[config.mk]
export PLATFORM = sky130hd
export DESIGN_NAME = sample_averager
export DESIGN_NICKNAME = d
export VERILOG_FILES = /design/src/rtl/sample_averager.sv
export SDC_FILE = /design/constraint.sdc
export NUM_CORES = 1
export LEC_CHECK = 0
export CORE_AREA = 2 2 75 77
export CTS_BUF_LIST = sky130_fd_sc_hd__clkbuf_16
export DETAILED_ROUTE_END_ITERATION = 12
export DIE_AREA = 0 0 77 79
export PLACE_DENSITY_LB_ADDON = 0.12
export SLEW_MARGIN = 30
export SYNTH_ARGS = -nofsm -noshare
export SYNTH_HDL_FRONTEND = slang
export SYNTH_SLANG_ARGS = --single-unit
[constraint.sdc]
create_clock -name i_clk -period 2.3 [get_ports i_clk]
set_input_delay 0.46 -clock i_clk [delete_from_list [all_inputs] [get_ports i_clk]]
set_output_delay 0.46 -clock i_clk [all_outputs]
set_load 0.1 [all_outputs]
[src/rtl/sample_averager.sv]
// Windowed sample averager.
// Accumulates 2^LOG2_N valid samples, then presents the window sum and the
// truncated average through a valid/ready handshake. A completed window that
// finds the output slot still occupied is dropped, and the sticky overrun flag
// is set.
module sample_averager #(
  parameter int unsigned DATA_W = 16,
  parameter int unsigned LOG2_N = 2
) (
  input  logic                     i_clk,
  input  logic                     i_rst_n,
  input  logic [DATA_W-1:0]        i_data,
  input  logic                     i_valid,
  input  logic                     i_clear,
  output logic [DATA_W+LOG2_N-1:0] o_sum,
  output logic [DATA_W-1:0]        o_avg,
  output logic                     o_valid,
  input  logic                     i_ready,
  output logic                     o_overrun
);

  localparam int unsigned ACC_W = DATA_W + LOG2_N;

  // The last sample of a window arrives when the counter is all ones.
  localparam logic [LOG2_N-1:0] CNT_LAST = '1;

  // Output slot state: StEmpty has no result pending, StFull holds one.
  typedef enum logic {
    StEmpty = 1'b0,
    StFull  = 1'b1
  } state_e;

  state_e              r_state;
  state_e              w_state_d;
  logic [ACC_W-1:0]    r_acc;
  logic [LOG2_N-1:0]   r_cnt;
  logic [ACC_W-1:0]    r_sum;
  logic [DATA_W-1:0]   r_avg;
  logic                r_overrun;

  logic                w_accept;
  logic                w_complete;
  logic                w_slot_free;
  logic                w_load;
  logic                w_drop;
  logic [ACC_W-1:0]    w_final;

  // Datapath decode: clear outranks sample acceptance.
  always_comb begin
    w_accept    = i_valid & ~i_clear;
    w_complete  = w_accept & (r_cnt == CNT_LAST);
    // Slot is free when empty, or when the pending result leaves this edge.
    w_slot_free = (r_state == StEmpty) | i_ready;
    w_load      = w_complete & w_slot_free;
    w_drop      = w_complete & ~w_slot_free;
    // At most (N-1) full-scale samples are in r_acc here, so this cannot wrap.
    w_final     = r_acc + ACC_W'(i_data);
  end

  // Output FSM state register.
  always_ff @(posedge i_clk or negedge i_rst_n) begin
    if (!i_rst_n) begin
      r_state <= StEmpty;
    end else begin
      r_state <= w_state_d;
    end
  end

  // Output FSM next-state logic.
  always_comb begin
    w_state_d = r_state;
    if (i_clear) begin
      w_state_d = StEmpty;
    end else begin
      unique case (r_state)
        StEmpty: begin
          if (w_complete) w_state_d = StFull;
        end
        StFull: begin
          // Completion always lands in StFull: reload when drained, drop otherwise.
          if (w_complete)   w_state_d = StFull;
          else if (i_ready) w_state_d = StEmpty;
        end
        default: w_state_d = StEmpty;
      endcase
    end
  end

  // Output FSM outputs.
  always_comb begin
    o_valid = (r_state == StFull);
  end

  // Window accumulator and sample counter.
  always_ff @(posedge i_clk or negedge i_rst_n) begin
    if (!i_rst_n) begin
      r_acc <= '0;
      r_cnt <= '0;
    end else if (i_clear) begin
      r_acc <= '0;
      r_cnt <= '0;
    end else if (w_complete) begin
      // Wrap straight into the next window; no idle cycle.
      r_acc <= '0;
      r_cnt <= '0;
    end else if (w_accept) begin
      r_acc <= w_final;
      r_cnt <= r_cnt + LOG2_N'(1);
    end
  end

  // Result registers: only loaded when a finished window gets the slot.
  always_ff @(posedge i_clk or negedge i_rst_n) begin
    if (!i_rst_n) begin
      r_sum <= '0;
      r_avg <= '0;
    end else if (w_load) begin
      r_sum <= w_final;
      r_avg <= w_final[ACC_W-1:LOG2_N];
    end
  end

  // Sticky overrun flag, cleared only by reset or clear.
  always_ff @(posedge i_clk or negedge i_rst_n) begin
    if (!i_rst_n) begin
      r_overrun <= 1'b0;
    end else if (i_clear) begin
      r_overrun <= 1'b0;
    end else if (w_drop) begin
      r_overrun <= 1'b1;
    end
  end

  assign o_sum     = r_sum;
  assign o_avg     = r_avg;
  assign o_overrun = r_overrun;

endmodule
==> results.ini <==
[synth]
synth_async_sr_flop_share_pct = 100
syn_avg_cell_area_sq_um = 10.6
synth.distinct_cells = 39
synth-edff-count = 0
synthTopCellsByArea = dfrtp_1 43%, ha_1 9.1%, mux2_2 6.8%, buf_4 5.2%, a22o_1 4.9%
synth_area_leader_cell = dfrtp_1
synthesis.nets = 258
ys_seq_area_share_pct = 43.0
ys.flop_type = dfrtp_1
synthTopCellsByCount = 40 x dfrtp_1, 17 x a21oi_1, 17 x ha_1
ys_ff_latch = 40
netlist.area_leader.share_pct = 43.0
syn-cell-area_sq_um = 2330
yosys.cell_count.top_type = dfrtp_1
synth-warning-count = 0
netlist_instances = 219

[setup_path]
cpPeakStageDelay_ps = 410
cp-startpoint = r_acc[0]
path_depth = 9
r2r_end = o_sum[16]
worstRegToRegCells = 9
critPathMaxFanout = 3
r2r_slack_ps = -20
cp-end-kind = register
cp_data_arrival_time_ps = 2490
crit_family = compound AO/OA/AOI/OAI gates
start_kind = register
path_class = register to register
crit_chain = ha_4, fa_2, a21oi_4, o21ai_2, o22a_1, a21o_1, a41o_1, xor2_1, mux2_2
required_ps = 2470
timing.rr.start = r_acc[0]
crit_slowest_cell = dfrtp_1
critPathBufInv = 0
crit_path_end = o_sum[16]

[drt]
drc = 0
via_count = 1936
drt_pre_antenna_iters = 4
drt_iter0_markers = 52
viasPerCell = 5.14
drt.antenna.violating_nets = 0
wl_per_cell_um = 14.6
totalWireLength_um = 5500

[outcome]
violations = setup timing
status = finished with violations

[cts]
cts_buffer_depth = 2
cts-root-buf = clkbuf_16
numCtsBuffers = 5
cts_hold_buf = 0
clk_latency_ps = 280
cts_tree = built
htreeDepth = 2
cts.sinks = 40
clkTransAtPathRegs_ps = 70

[sta]
slew_headroom_pct = 65.5
worst_pin_slew_ps = 517
drv_slew = 0
setup-violations-final = 2
rsz0062_at_grt = yes
postLayoutSetupSlackWorst_ps = -19.9
fmax_ghz = 0.431
min_period_over_period_pct = 101
period_needed_ps = 2320
finalHoldViolations = 0
finClkSkew_ps = 8.74

[grt]
use_met1_pct = 23.7
use_met3_pct = 2.50
grt_max_degree = 41
top_usage_layer = met2
gr-total-overflow = 0
grt_pass1_wl_um = 9030
first_global_vias = 1953
track_usage_pct = 18.5
gr-usage-met2_pct = 32.3
antenna_found_initial = 0

[cells_and_area]
num_antenna_cells = 0
areaGrowthSynthToFinish_pct = 49.9
drive_above_1_share_pct = 43.9
fin_cells = 377
nets = 343

[die]
die_area_sq_um = 6080
die_h_um = 79
fp.coreArea_sq_um = 5340
die_w_um = 77
start_util_pct = 43.6
ios = 57
num_rows = 27

[pwr]
ir_worst_vdd_mv = 0.728
pwr-share-clk_pct = 20.1
switching_share_pct = 49.8
power_leakage_uw = 0.00177
power.switching_uw = 2000
intPower_uw = 2020
comb_power_share_pct = 56.4
power.share.sequential_pct = 23.5
power_density_nw_per_um2 = 1150

[run]
maxCapViolCount = 0

[place]
dp_cells = 361
numPortBuffers = 56
gp_congestion = 0.824
pre_cts_slack_ps = -612
dp.final_hpwl_um = 3780

[worst_hold_path]
hold_class = primary input to async pin

## flip-flops by register name, indices dropped and copies added (netlist names)
signal,cells
r_acc,18
o_valid,1
o_sum,18
r_cnt,2
o_overrun,1
## metal layers
layer,up-vias,wire length (um)
li1,955,-
met1,942,2500
met2,34,2800
met3,5,142
met4,0,63
met5,-,0
## final cells by class
| class | instances | area, sq um |
|---|---|---|
| Tap cell | 72 | 90.1 |
| Clock inverter | 3 | 46.3 |
| Fill cell | 462 | 1850 |
| Sequential cell | 40 | 1000 |
| Timing Repair Buffer | 100 | 811 |
| Clock buffer | 5 | 125 |
| Multi-Input combinational cell | 156 | 1410 |
| Inverter | 1 | 3.75 |
## layout by cell type, fill, tap and decap left out, drive strengths merged, types with 2 or more instances in the layout
master	count
dfrtp	40
dlymetal6s2s	4
inv	2
and3	2
mux2	14
ha	17
or3	2
and2	2
clkbuf	5
clkdlybuf4s50	9
o21ai	9
nor2b	4
a31oi	2
a21oi	17
xor2	6
a21o	8
nand2	10
xnor2	10
nor2	16
o21a	2
nand3	2
dlygate4sd2	5
buf	81
a22o	13
nor3b	2
nor3	3
## timing repair
action                     4_1_cts  5_1_grt
setup endpoints to repair       19       18
resized for setup               24       24
setup buffers                    8        1
pin swaps                       16       17
## cells by family after synthesis
group           synth area share (%)
mux                             7.21
simple gates                    9.79
compound gates                  17.6
flops                           43.0
fa+ha+maj                       10.0
xor+xnor                        6.02
buf+inv                         6.35
## power groups by stage
stage / Clock (uW) / Sequential [uW] / Combinational (uW)
global placement: 0 / 943 / 2110
global route: 860 / 965 / 2370
finish: 810 / 944 / 2270
detailed placement: 0 / 948 / 2130
CTS: 825 / 941 / 2200
floorplan: 0 / 1520 / 1130
## stage by stage
step	setup TNS, ps	total power (uW)	hold slack [ps]	utilization [%]	cell area [sq um]
2_1_floorplan	-56.9	2650	164	-	2340
3_3_place_gp	-8940	3060	471	56.8	3030
3_5_place_dp	-9350	3080	478	56.8	3030
4_1_cts	-71.9	3960	263	62.8	3350
5_1_grt	-466	4190	295	65.3	3490
6_report	-21.5	4020	238	65.3	3490
## worst min-delay path by stage
stage,endpoint,from,slack (ps)
after global routing,r_acc[17],i_rst_n,300
after detailed placement,r_acc[2],r_acc[2],480
after floorplan,o_overrun,i_rst_n,160
after global placement,r_acc[2],r_acc[2],470
after CTS,o_sum[11],i_rst_n,260
final,o_sum[11],i_rst_n,240
No activity file was read; power rests on OpenSTA's default activity.
